==> src/rtl/draw_player_if.sv <==
// Pixel-stream bundle between draw_background, draw_player, the sprite ROM and the VGA pins.
// The slave modport is the compositor's view; master is the driving environment.
interface draw_player_if #(
   parameter int unsigned ADDR_W = 10
) ();
   logic [10:0]       vcount_in;
   logic              vsync_in;
   logic              vblnk_in;
   logic [10:0]       hcount_in;
   logic              hsync_in;
   logic              hblnk_in;
   logic [11:0]       rgb_in;
   logic [10:0]       xpos;
   logic [10:0]       ypos;
   logic              mirror;
   logic [11:0]       rgb_pixel;
   logic [ADDR_W-1:0] pixel_addr;
   logic [10:0]       vcount_out;
   logic              vsync_out;
   logic              vblnk_out;
   logic [10:0]       hcount_out;
   logic              hsync_out;
   logic              hblnk_out;
   logic [11:0]       rgb_out;

   modport master (
      output vcount_in, vsync_in, vblnk_in, hcount_in, hsync_in, hblnk_in, rgb_in,
      output xpos, ypos, mirror, rgb_pixel,
      input  pixel_addr, vcount_out, vsync_out, vblnk_out, hcount_out, hsync_out, hblnk_out,
      input  rgb_out
   );

   modport slave (
      input  vcount_in, vsync_in, vblnk_in, hcount_in, hsync_in, hblnk_in, rgb_in,
      input  xpos, ypos, mirror, rgb_pixel,
      output pixel_addr, vcount_out, vsync_out, vblnk_out, hcount_out, hsync_out, hblnk_out,
      output rgb_out
   );
endinterface

==> src/rtl/draw_player.sv <==
// Two-stage sprite compositor: stage 1 issues the ROM address, stage 2 keys out the
// transparent colour. Sprite position is latched at each vblank rising edge.
module draw_player #(
   parameter int unsigned SPRITE_W    = 32,
   parameter int unsigned SPRITE_H    = 32,
   parameter int unsigned ADDR_W      = 10,
   parameter logic [11:0] TRANSPARENT = 12'hF0F
) (
   input  logic         pclk,
   input  logic         rst,
   draw_player_if.slave bus_io
);
   localparam int unsigned XW = $clog2(SPRITE_W);
   localparam int unsigned YW = $clog2(SPRITE_H);

   typedef struct packed {
      logic [10:0] vcount;
      logic        vsync;
      logic        vblnk;
      logic [10:0] hcount;
      logic        hsync;
      logic        hblnk;
   } timing_t;

   timing_t           tim_in, tim1_q, tim2_q;
   logic              vblnk_prev_q;
   logic [10:0]       xpos_q, xpos_d, ypos_q, ypos_d;
   logic              mirror_q, mirror_d;
   logic              in_box_q, in_box_d;
   logic [11:0]       rgb1_q;
   logic [ADDR_W-1:0] pixel_addr_q, pixel_addr_d;
   logic [11:0]       rgb_out_q, rgb_out_d;
   logic              frame_start, h_hit, v_hit;
   logic [XW-1:0]     dx, col;
   logic [YW-1:0]     dy;

   always_comb begin
      tim_in = {bus_io.vcount_in, bus_io.vsync_in, bus_io.vblnk_in,
                bus_io.hcount_in, bus_io.hsync_in, bus_io.hblnk_in};

      frame_start = bus_io.vblnk_in && !vblnk_prev_q;
      xpos_d      = frame_start ? bus_io.xpos   : xpos_q;
      ypos_d      = frame_start ? bus_io.ypos   : ypos_q;
      mirror_d    = frame_start ? bus_io.mirror : mirror_q;

      // Only the low bits of the offsets reach the ROM address.
      dx  = bus_io.hcount_in[XW-1:0] - xpos_q[XW-1:0];
      dy  = bus_io.vcount_in[YW-1:0] - ypos_q[YW-1:0];
      col = mirror_q ? ~dx : dx;
      pixel_addr_d = ADDR_W'({dy, col});

      // 12-bit upper bound so a sprite near 2047 cannot wrap onto column 0.
      h_hit = (bus_io.hcount_in >= xpos_q) &&
              ({1'b0, bus_io.hcount_in} < ({1'b0, xpos_q} + 12'(SPRITE_W)));
      v_hit = (bus_io.vcount_in >= ypos_q) &&
              ({1'b0, bus_io.vcount_in} < ({1'b0, ypos_q} + 12'(SPRITE_H)));
      in_box_d = h_hit && v_hit && !bus_io.hblnk_in && !bus_io.vblnk_in;

      rgb_out_d = rgb1_q;
      if (tim1_q.hblnk || tim1_q.vblnk) begin
         rgb_out_d = 12'h000;
      end else if (in_box_q && (bus_io.rgb_pixel != TRANSPARENT)) begin
         rgb_out_d = bus_io.rgb_pixel;
      end
   end

   always_ff @(posedge pclk) begin
      if (rst) begin
         vblnk_prev_q <= 1'b0;
         xpos_q       <= '0;
         ypos_q       <= '0;
         mirror_q     <= 1'b0;
         tim1_q       <= '0;
         tim2_q       <= '0;
         in_box_q     <= 1'b0;
         rgb1_q       <= '0;
         pixel_addr_q <= '0;
         rgb_out_q    <= '0;
      end else begin
         vblnk_prev_q <= bus_io.vblnk_in;
         xpos_q       <= xpos_d;
         ypos_q       <= ypos_d;
         mirror_q     <= mirror_d;
         tim1_q       <= tim_in;
         tim2_q       <= tim1_q;
         in_box_q     <= in_box_d;
         rgb1_q       <= bus_io.rgb_in;
         pixel_addr_q <= pixel_addr_d;
         rgb_out_q    <= rgb_out_d;
      end
   end

   assign bus_io.pixel_addr = pixel_addr_q;
   assign bus_io.vcount_out = tim2_q.vcount;
   assign bus_io.vsync_out  = tim2_q.vsync;
   assign bus_io.vblnk_out  = tim2_q.vblnk;
   assign bus_io.hcount_out = tim2_q.hcount;
   assign bus_io.hsync_out  = tim2_q.hsync;
   assign bus_io.hblnk_out  = tim2_q.hblnk;
   assign bus_io.rgb_out    = rgb_out_q;
endmodule

==> src/flat_wrapper.sv <==
// flat-port wrapper written by rule: the top's interface ports become plain ports
module draw_player_flat 
#(
   parameter int unsigned SPRITE_W    = 32,
   parameter int unsigned SPRITE_H    = 32,
   parameter int unsigned ADDR_W      = 10,
   parameter logic [11:0] TRANSPARENT = 12'hF0F
)
  (pclk, rst, bus_io_vcount_in, bus_io_vsync_in, bus_io_vblnk_in, bus_io_hcount_in, bus_io_hsync_in, bus_io_hblnk_in, bus_io_rgb_in, bus_io_xpos, bus_io_ypos, bus_io_mirror, bus_io_rgb_pixel, bus_io_pixel_addr, bus_io_vcount_out, bus_io_vsync_out, bus_io_vblnk_out, bus_io_hcount_out, bus_io_hsync_out, bus_io_hblnk_out, bus_io_rgb_out);
  draw_player_if #(.ADDR_W(ADDR_W)) bus_io_i ();
  input  logic pclk;
  input  logic rst;
  input wire logic [$bits(bus_io_i.vcount_in)-1:0] bus_io_vcount_in;
  input wire logic [$bits(bus_io_i.vsync_in)-1:0] bus_io_vsync_in;
  input wire logic [$bits(bus_io_i.vblnk_in)-1:0] bus_io_vblnk_in;
  input wire logic [$bits(bus_io_i.hcount_in)-1:0] bus_io_hcount_in;
  input wire logic [$bits(bus_io_i.hsync_in)-1:0] bus_io_hsync_in;
  input wire logic [$bits(bus_io_i.hblnk_in)-1:0] bus_io_hblnk_in;
  input wire logic [$bits(bus_io_i.rgb_in)-1:0] bus_io_rgb_in;
  input wire logic [$bits(bus_io_i.xpos)-1:0] bus_io_xpos;
  input wire logic [$bits(bus_io_i.ypos)-1:0] bus_io_ypos;
  input wire logic [$bits(bus_io_i.mirror)-1:0] bus_io_mirror;
  input wire logic [$bits(bus_io_i.rgb_pixel)-1:0] bus_io_rgb_pixel;
  output wire logic [$bits(bus_io_i.pixel_addr)-1:0] bus_io_pixel_addr;
  output wire logic [$bits(bus_io_i.vcount_out)-1:0] bus_io_vcount_out;
  output wire logic [$bits(bus_io_i.vsync_out)-1:0] bus_io_vsync_out;
  output wire logic [$bits(bus_io_i.vblnk_out)-1:0] bus_io_vblnk_out;
  output wire logic [$bits(bus_io_i.hcount_out)-1:0] bus_io_hcount_out;
  output wire logic [$bits(bus_io_i.hsync_out)-1:0] bus_io_hsync_out;
  output wire logic [$bits(bus_io_i.hblnk_out)-1:0] bus_io_hblnk_out;
  output wire logic [$bits(bus_io_i.rgb_out)-1:0] bus_io_rgb_out;
  assign bus_io_i.vcount_in = bus_io_vcount_in;
  assign bus_io_i.vsync_in = bus_io_vsync_in;
  assign bus_io_i.vblnk_in = bus_io_vblnk_in;
  assign bus_io_i.hcount_in = bus_io_hcount_in;
  assign bus_io_i.hsync_in = bus_io_hsync_in;
  assign bus_io_i.hblnk_in = bus_io_hblnk_in;
  assign bus_io_i.rgb_in = bus_io_rgb_in;
  assign bus_io_i.xpos = bus_io_xpos;
  assign bus_io_i.ypos = bus_io_ypos;
  assign bus_io_i.mirror = bus_io_mirror;
  assign bus_io_i.rgb_pixel = bus_io_rgb_pixel;
  assign bus_io_pixel_addr = bus_io_i.pixel_addr;
  assign bus_io_vcount_out = bus_io_i.vcount_out;
  assign bus_io_vsync_out = bus_io_i.vsync_out;
  assign bus_io_vblnk_out = bus_io_i.vblnk_out;
  assign bus_io_hcount_out = bus_io_i.hcount_out;
  assign bus_io_hsync_out = bus_io_i.hsync_out;
  assign bus_io_hblnk_out = bus_io_i.hblnk_out;
  assign bus_io_rgb_out = bus_io_i.rgb_out;
  draw_player #(.SPRITE_W(SPRITE_W), .SPRITE_H(SPRITE_H), .ADDR_W(ADDR_W), .TRANSPARENT(TRANSPARENT)) u_core (.pclk(pclk), .rst(rst), .bus_io(bus_io_i));
endmodule
==> config.mk <==
export PLATFORM = sky130hd
export DESIGN_NAME = draw_player_flat
export DESIGN_NICKNAME = d
export VERILOG_FILES = /design/src/rtl/draw_player_if.sv /design/src/rtl/draw_player.sv /design/src/flat_wrapper.sv
export SDC_FILE = /design/constraint.sdc
export NUM_CORES = 1
export LEC_CHECK = 0
export CAP_MARGIN = 20
export CELL_PAD_IN_SITES_DETAIL_PLACEMENT = 1
export CELL_PAD_IN_SITES_GLOBAL_PLACEMENT = 1
export CORE_MARGIN = 2
export CORE_UTILIZATION = 32
export CTS_CLUSTER_SIZE = 24
export DETAILED_ROUTE_END_ITERATION = 7
export GPL_TIMING_DRIVEN = 0
export PLACE_DENSITY = 0.71
export RECOVER_POWER = 100
export SYNTH_ARGS = -nofsm -noshare
export SYNTH_HDL_FRONTEND = slang
export SYNTH_SLANG_ARGS = --single-unit
==> constraint.sdc <==
create_clock -name pclk -period 2.2 [get_ports pclk]
set_clock_uncertainty 0.15 [all_clocks]
set_input_delay 0.33 -clock pclk [delete_from_list [all_inputs] [get_ports pclk]]
set_output_delay 0.33 -clock pclk [all_outputs]
set_load 0.1 [all_outputs]
==> results of run 1 <==
-- cell type report --
class | count | area (um2) | share of cell area, %
buffer | 18 | 75.1 | 1.21
clock buffer | 12 | 236 | 3.80
clock inverter | 4 | 47.5 | 0.765
inverter | 29 | 109 | 1.75
multi-input combinational | 303 | 2290 | 36.8
sequential | 110 | 2230 | 35.8
tap | 180 | 225 | 3.62
timing repair buffer | 133 | 1010 | 16.2
-- worst max-delay path: stages --
cell             delay, ns
clkdlybuf4s50_1       0.50
inv_1                 0.08
fa_1                  0.43
nor2b_4               0.17
o311ai_4              0.11
a211oi_2              0.38
a2111oi_4             0.09
o211a_1               0.14
-- repair_timing --
action                                  in CTS  in global routing
endpoints found under the setup margin      49                  1
buffers inserted                             0                 12
resized for setup                           59                 53
pin swaps                                    3                 20
-- cells in the final DEF (no fill, tap or decap), types with 12 or more instances in the layout --
cell type          n
clkdlybuf4s50_1   69
inv_1             22
a21oi_1           36
clkbuf_1          68
xnor2_1           15
nor2b_1           64
buf_4             12
nor2_1            24
ha_1              29
nand2_1           55
dfxtp_1          100
-- flip-flops by register name, indices dropped and copies added (netlist names), 10 cells and up --
register,count
u_core.rgb1_q,12
u_core.tim1_q,26
u_core.bus_io.hcount_out,11
u_core.xpos_q,11
u_core.bus_io.pixel_addr,10
u_core.bus_io.vcount_out,11
u_core.ypos_q,11
u_core.bus_io.rgb_out,12
-- power by group --
group	total [mW]	switching (mW)	internal (mW)
logic	1.06	0.698	0.361
registers	2.15	0.0475	2.10
clock network	1.58	0.697	0.881
total	4.79	1.44	3.34
-- worst max path at each step --
stage,slack (ns),cells after the start,from,to
floorplan,0.03,9,u_core.ypos_q[5],u_core.in_box_q
global placement,-0.58,10,bus_io_vcount_in[0],u_core.in_box_q
detailed placement,-0.57,10,bus_io_vcount_in[0],u_core.in_box_q
CTS,-0.11,8,u_core.xpos_q[5],u_core.in_box_q
global route,-0.02,9,u_core.xpos_q[7],u_core.in_box_q
finish,0.04,8,bus_io_hcount_in[1],u_core.in_box_q
-- kinds of logic (layout without fill, tap and decap cells) --
kind of cell               Yosys count  after routing  share of synthesized area [%]
buffers and inverters               47            196                           4.20
DFF                                110            110                           49.6
xor gates and xnor gates            19             19                           3.75
and+or+nand+nor                    166            166                           19.5
AOI/OAI and AO/OA                   71             71                           9.89
adders and majority gates           38             38                           11.0
muxes                                9              9                           2.03
-- routing by layer --
metal  routed length [um]  vias up  track usage (%)
li1                     -     1798                -
met1                 5370     1729             19.7
met2                 5890      103             27.9
met3                  770       10             3.56
met4                  158        0             5.39
met5                    0        -                0
==> metrics.txt, run 1 <==
TritonCTS clock tree yes; RSZ-0062 raised after global routing true; Fin. Hold Viols 0; r2r startpoint u_core.xpos_q[0]; Syn. warnings 0; Pwr per Cell Area 770 nW/um2; Filler cells between 1500 and 2000; Post-synth EDFFs 0; worst skew pair latency about 0.34 ns; synthesized area around 4400 um2; Synth Net Count around 570; PortBufs around 120; syn avg cell area just under 10 um2; drt wl/cell 15.5 um; Pre-antenna DRT Iters 4; Hold EP u_core.tim1_q[2]; TritonCTS Sinks 110; 1st-iter DRT viols 87; Critical Path Start Type input pin; worst reg2reg path depth 7; final core utilization a little under half; Hold Crit Start bus_io_hcount_in[0]; Worst Path Arrival about 2.2 ns; first-pass GRT wire length 18.4 mm; Leak Pwr around 2.4 nW; Starting Density 32.4%; Syn-to-layout area delta 39.9%; FF-to-FF End u_core.in_box_q; Yosys top cell by area dfxtp_1; Antenna Nets Post-Route 0; # rows 43; clk slew on worst S/H paths about 0.070 ns; top cells by area, synth dfxtp_1 (50%), ha_1 (10%), nor2b_1 (9.2%); sum of negative setup slack 0 ns; flop2flop setup slack around 0.050 ns; core area approximately 14000 um2; share of cells above drive strength 1 12.3%; HP Class input pin to register; cts hold-fix bufs 0; Cells after DPL 761; VDD IR max approximately 0.35 mV; Post-synth top cells dfxtp_1 (110), nor2b_1 (65), nand2_1 (55); CP Class input pin to register; status completed; hold path cells 3; Placement Setup Slack -0.570 ns; largest net degree at the start of global routing 17; Max Cap Viol 0; initial antenna violation count 0; H-tree level count 3; crit-path max FO 2; Die Span Y about 120 um; total CTS buffers 9; DRC 0; Fmax 463 MHz; sequential area share after synthesis about half; Bufs on Longest Clock Path 2; overall routing resource usage between 10% and 20%; ant diodes 0; DIE AREA ~15000 um2; Most used DFF post-synth dfxtp_1; max-slew violation count 0; root buffer cell clkbuf_16; Synth cell types 47; Finished Cell Area 6220 um2; routability cong. approximately 0.8; non-filler cells, final a little under 800; final setup fails 0; setup ws final slightly above 0.04 ns; Slew @ Worst Pin roughly 1.2 ns; total number of vias 3640; Final nets about 720; fin crit share between 90% and 100%; WP data required 2.28 ns; vias per cell ~4.6; normalized max-slew margin about 18%; Synth Register Bits 110; most frequent cell after synthesis dfxtp_1; grt total ovfl 0; final wirelength approximately 12 mm; CP Capture Type register; overall power around 4.8 mW; detailed placement HPWL 9.15 mm; Ports 123; min cycle time layout 2.16 ns; die width between 100 and 150 um; vias in the first global route between 3000 and 4000; Min Hold Slack between 0.09 and 0.1 ns; Synth Instances between 400 and 500; ys async rst share 0%; Area after DPL a little under 6000 um2; Yosys top cell area share between 40% and 50%
(Power assumes the default switching activity.)
==> run 2, diff against run 1 <==
--- a/config.mk
+++ b/config.mk
@@ -13,7 +13,8 @@
 export CTS_CLUSTER_SIZE = 24
 export DETAILED_ROUTE_END_ITERATION = 7
 export GPL_TIMING_DRIVEN = 0
-export PLACE_DENSITY = 0.71
+export HOLD_SLACK_MARGIN = 0.12
+export PLACE_DENSITY_LB_ADDON = 0.12
 export RECOVER_POWER = 100
 export SYNTH_ARGS = -nofsm -noshare
 export SYNTH_HDL_FRONTEND = slang
==> constraint.sdc (replaced) <==
create_clock -name pclk -period 1.95 [get_ports pclk]
set_clock_uncertainty 0.15 [all_clocks]
set_input_delay 0.2925 -clock pclk [delete_from_list [all_inputs] [get_ports pclk]]
set_output_delay 0.2925 -clock pclk [all_outputs]
set_load 0.1 [all_outputs]
==> run 2 against run 1 <==
  * The flow now finishes with violations (negative setup slack)
  * Final area increased by 1.0%
  * Register-to-register slack got worse by 0.34 ns
  * Setup slack got worse by 0.33 ns
  * Sequential share of layout area shrank 0.36 points
  * Largest cell class is now flip-flops and latches
==> metrics.txt, run 2 (synthesized netlist as in run 1, its figures left out) <==
setup ws final -0.287 ns; detailed placement HPWL slightly below 9 mm; Fmax roughly 450 MHz; total CTS buffers 9; non-filler cells, final just under 800; CP Class register to register; VDD IR max between 0.4 and 0.5 mV; worst skew pair latency between 0.3 and 0.4 ns; most frequent cells in the layout dfxtp_1 (102), clkdlybuf4s50_1 (70), nor2b_1 (64), nand2_1 (55), a21oi_1 (35); Syn-to-layout area delta 41.4%; # rows 43; Sequential Power Share between 40 and 50%; Pwr per Cell Area around 900 nW/um2; normalized max-slew margin between 30% and 40%; final setup fails 8; max-slew violation count 0; Logic pwr share 21.2%; Max Cap Viol 0; most common cell after layout, fill and taps aside dfxtp_1; final wirelength 11.6 mm; PortBufs 121; Fin. Hold Viols 0; crit-path max FO 3; min cycle time layout ~2.2 ns; Starting Density roughly a third; CP Capture Type register; overall routing resource usage between 10% and 20%; critical path startpoint u_core.xpos_q[9]; routability cong. 0.747; Critical Path Start Type register; clk slew on worst S/H paths approximately 0.07 ns; Antenna Nets Post-Route 0; drt wl/cell around 15 um; Slew @ Worst Pin approximately 0.95 ns; Die Span Y between 100 and 150 um; share of power burned in the clock network a little over a third; status finished with violations; ant diodes 0; failing checks negative setup slack; RSZ-0062 raised after global routing true; Ports roughly 120; Pre-antenna DRT Iters 4; die width between 100 and 150 um; H-tree level count 3; delay of the slowest cell on the worst path between 0.3 and 0.4 ns; 1st-iter DRT viols roughly 120; Placement Setup Slack -0.668 ns; Largest Register u_core.tim1_q; first-pass GRT wire length roughly 18 mm; Bufs on Longest Clock Path 2; Sw Pwr ~1.6 mW; share of cells above drive strength 1 between 15 and 20%; Leak Pwr roughly 2.5 nW; final core utilization around 46%; vias per cell around 4.5; grt total ovfl 0; Largest register FFs 26; Multi-input gate area about 2200 um2; TritonCTS clock tree yes; sw frac between 20% and 30%; root buffer cell clkbuf_16; Worst Path Arrival ~2.4 ns; DIE AREA between 10000 and 15000 um2; Critical Path, Cell by Cell nand3_4 -> nor3_2 -> xnor2_1 -> ha_1 -> a21oi_2 -> o2bb2ai_2 -> o211ai_1 -> a2111oi_2 -> o211a_1; Int Pwr slightly below 4 mW; WP data required ~2.1 ns; Slowest cell on crit path dfxtp_4; Final nets slightly above 700; core area between 10000 and 15000 um2; vias in the first global route 3605; overall power approximately 5.6 mW; HP Class input pin to register; largest net degree at the start of global routing 18; storage element area about 2200 um2; Filler cells roughly 1600; DRC 0; total number of vias 3504; Hold Crit Start bus_io_vcount_in[0]; initial antenna violation count 0; TritonCTS Sinks between 100 and 150; r2r startpoint u_core.xpos_q[9]; fin crit share 115%; Cells after DPL around 760
-- run 2: cell count changes in the layout (fill, tap and decap cells not counted), moves of 3 or more --
cell and delta:
clkbuf_1 -51, buf_4 -7, clkbuf_2 +23, clkdlybuf4s15_2 +15, inv_1 +3, inv_2 -3
ha_1 +4, dfxtp_2 -3, ha_4 -3, clkdlybuf4s15_1 +11
-- run 2: power by group through the flow --
stage               logic, mW  clock network, mW  registers (mW)
floorplan               0.378                  0            2.87
global placement         1.16                  0            2.47
detailed placement       1.18                  0            2.47
CTS                      1.17               2.01            2.42
global route             1.28               2.10            2.43
finish                   1.18               1.96            2.42
-- run 2: metrics by stage --
stage | TNS [ns] | instance area (um2) | hold WS, ns
3_3_place_gp | -8.70 | 5910 | 0.271
2_1_floorplan | -0.102 | 4470 | 0.264
4_1_cts | -0.238 | 6280 | 0.291
3_5_place_dp | -8.77 | 5910 | 0.275
5_1_grt | -2.58 | 6280 | 0.227
6_report | -0.795 | 6280 | 0.215
-- run 2: worst max-delay path: cells and delay by family (launching register included) --
| family | cells | cell delay (ns) |
|---|---|---|
| compound gates | 5 | 0.91 |
| flops | 1 | 0.37 |
| fa+ha+maj | 1 | 0.35 |
| simple gates | 2 | 0.30 |
| xor+xnor | 1 | 0.10 |
-- run 2: final cells by class --
| cell class | count | share of cell area (%) |
|---|---|---|
| inverters | 29 | 1.73 |
| clock inverters | 5 | 1.34 |
| plain buffers | 18 | 1.16 |
| multi-input cells | 303 | 34.3 |
| clock buffers | 10 | 3.65 |
| repair buffers | 128 | 18.8 |
| flip-flops and latches | 110 | 35.5 |
| well taps | 180 | 3.59 |
-- run 2: path summary, 6_finish.rpt --
path | endpoint | slack [ns] | depth (start not counted)
min reg2reg | u_core.bus_io.vcount_out[1] | 0.29 | 1
max reg2reg | u_core.in_box_q | -0.29 | 9
min | u_core.bus_io.pixel_addr[5] | 0.21 | 4
max | u_core.in_box_q | -0.29 | 9
-- run 2: routing by layer --
metal | track usage (%) | vias up | wire [um]
li1 | - | 1788 | -
met1 | 20.7 | 1620 | 5250
met2 | 26.8 | 82 | 5520
met3 | 3.23 | 14 | 601
met4 | 7.33 | 0 | 265
met5 | 0 | - | 0
-- run 2: timing repair --
item | CTS | global route
hold buffers | 0 | 1
pin swaps | 1 | 10
gates resized for setup | 122 | 44
buffers inserted | 0 | 6
endpoints found under the hold margin | 0 | 1
setup endpoints to repair | 50 | 30
==> run 3, diff against run 2 <==
--- a/config.mk
+++ b/config.mk
@@ -5,7 +5,6 @@
 export SDC_FILE = /design/constraint.sdc
 export NUM_CORES = 1
 export LEC_CHECK = 0
-export CAP_MARGIN = 20
 export CELL_PAD_IN_SITES_DETAIL_PLACEMENT = 1
 export CELL_PAD_IN_SITES_GLOBAL_PLACEMENT = 1
 export CORE_MARGIN = 2
@@ -16,6 +15,7 @@
 export HOLD_SLACK_MARGIN = 0.12
 export PLACE_DENSITY_LB_ADDON = 0.12
 export RECOVER_POWER = 100
+export SETUP_SLACK_MARGIN = 0.05
 export SYNTH_ARGS = -nofsm -noshare
 export SYNTH_HDL_FRONTEND = slang
 export SYNTH_SLANG_ARGS = --single-unit
==> run 3 against run 2 <==
  * The run still ends with negative setup slack left
  * Utilization rose by 1.1 points
  * Routed wire length hardly changed
  * Sequential cell count is the same
  * Largest cell class unchanged
  * Setup slack worse by 0.00062 ns
==> metrics.txt, run 3 (synthesized netlist as in run 1, its figures left out) <==
status finished with violations; failing checks negative setup slack; Placement Setup Slack -0.668 ns; routability cong. about 0.75; die width roughly 120 um; clk slew on worst S/H paths 0.07 ns; max-slew violation count 0; Syn-to-layout area delta 44.8%; final wirelength around 12 mm; detailed placement HPWL slightly below 9 mm; largest net degree at the start of global routing 18; total number of vias ~3500; Pwr per Cell Area just under 900 nW/um2; PortBufs 121; crit-path max FO 3; Fmax 447 MHz; fin crit share 115%; total CTS buffers 9; Fin. Hold Viols 0; HP Class input pin to register; FF-to-FF End u_core.in_box_q; 1st-iter DRT viols ~120; CP Capture Point u_core.in_box_q; Starting Density between 30% and 40%; Filler cells between 1500 and 2000; CP Capture Type register; setup ws final -0.288 ns; final setup fails 8; overall routing resource usage about 16%; TritonCTS Sinks between 100 and 150; DRC 0; min cycle time layout approximately 2.2 ns; Final nets just over 700; Largest Register u_core.tim1_q; Largest register FFs 26; root buffer cell clkbuf_16; DIE AREA 14800 um2; CP Class register to register; final core utilization between 40% and 50%; vias in the first global route ~3600; RSZ-0062 raised after global routing true; worst skew pair latency about 0.35 ns; Die Span Y about 120 um; drt wl/cell roughly 15 um; VDD IR max about 0.40 mV; most common cell after layout, fill and taps aside dfxtp_1; initial antenna violation count 0; delay of the slowest cell on the worst path ~0.37 ns; vias per cell around 4.5; most frequent cells in the layout dfxtp_1 (102), clkdlybuf4s50_1 (70), nor2b_1 (64), nand2_1 (55), clkdlybuf4s15_2 (48); Antenna Nets Post-Route 0; normalized max-slew margin a little under three fifths; share of cells above drive strength 1 17.4%; Worst Path Arrival 2.38 ns; WP data required about 2.1 ns; flop2flop setup slack -0.29 ns; critical path startpoint u_core.xpos_q[9]; H-tree level count 3; first-pass GRT wire length 18.4 mm; TritonCTS clock tree yes; core area 13700 um2; Bufs on Longest Clock Path 2; Critical Path, Cell by Cell nand3_4 -> nor3_2 -> xnor2_1 -> ha_1 -> a21oi_2 -> o2bb2ai_2 -> o211ai_1 -> a2111oi_2 -> o211a_1; Slew @ Worst Pin 0.672 ns; Slowest cell on crit path dfxtp_4; Leak Pwr 2.51 nW; Ports roughly 120; r2r startpoint u_core.xpos_q[9]; Critical Path Start Type register; worst reg2reg path depth 9; Max Cap Viol 0; grt total ovfl 0; Pre-antenna DRT Iters 4; ant diodes 0; # rows between 40 and 50
-- run 3: changes by cell type in the layout (fill, tap and decap cells not counted), sizes merged --
cell / before / now
clkdlybuf4s15: 26 / 48
clkbuf: 51 / 29
-- run 3: report_power, final --
part           switching (mW)  internal, mW  total, mW  leakage [nW]
registers              0.0507          2.37       2.42         0.913
logic                   0.765         0.434       1.20          1.45
clock network           0.831          1.12       1.96         0.145
total                    1.65          3.93       5.57          2.51
-- run 3: per-stage QoR --
| step | area [um2] | hold slack [ns] | std cells | total power, mW | TNS, ns |
|---|---|---|---|---|---|
| 2_1_floorplan | 4470 | 0.264 | 460 | 3.25 | -0.102 |
| 3_3_place_gp | 5910 | 0.271 | 761 | 3.63 | -8.70 |
| 3_5_place_dp | 5910 | 0.275 | 761 | 3.65 | -8.77 |
| 4_1_cts | 6320 | 0.291 | 776 | 5.62 | -0.238 |
| 5_1_grt | 6430 | 0.228 | 783 | 5.83 | -2.51 |
| 6_report | 6430 | 0.216 | 783 | 5.57 | -0.806 |
-- run 3: timing repair --
item | in CTS | in global routing
hold endpoints to repair | 0 | 1
setup endpoints to repair | 50 | 19
pin swaps | 1 | 11
resized for setup | 155 | 23
hold buffers | 0 | 1
buffers inserted | 0 | 6
-- run 3: routing by layer --
layer  vias to the layer above  global-route usage (%)  part of all wire, %
li1                       1788                       -                    -
met1                      1626                    20.7                   45
met2                        82                    27.0                   47
met3                        13                    3.23                  5.1
met4                         0                    7.33                  2.3
met5                         -                       0                    0
-- run 3: critical path: cells and delay by family, from the launching register on --
family | cells | cell delay, ns
compound gates | 5 | 0.91
flops | 1 | 0.37
xor+xnor | 1 | 0.10
simple gates | 2 | 0.30
fa+ha+maj | 1 | 0.35
-- run 3: area by class of cell --
class	instances	area, um2	share of cell area [%]
flip-flops and latches	110	2230	34.6
well taps	180	225	3.50
clock inverters	5	83.8	1.30
inverters	29	109	1.69
multi-input cells	303	2160	33.5
plain buffers	18	72.6	1.13
repair buffers	128	1330	20.7
clock buffers	10	229	3.56
-- run 3: how the worst min path moves through the flow --
stage / depth (start not counted) / slack [ns] / start / end
3_5_place_dp: 1 / 0.27 / u_core.tim1_q[1] / u_core.bus_io.hsync_out
5_1_grt: 4 / 0.23 / bus_io_vcount_in[0] / u_core.bus_io.pixel_addr[5]
4_1_cts: 1 / 0.29 / u_core.tim1_q[16] / u_core.bus_io.vcount_out[1]
2_1_floorplan: 1 / 0.26 / u_core.tim1_q[2] / u_core.bus_io.hcount_out[0]
6_report: 4 / 0.22 / bus_io_vcount_in[0] / u_core.bus_io.pixel_addr[5]
3_3_place_gp: 1 / 0.27 / u_core.tim1_q[5] / u_core.bus_io.hcount_out[3]
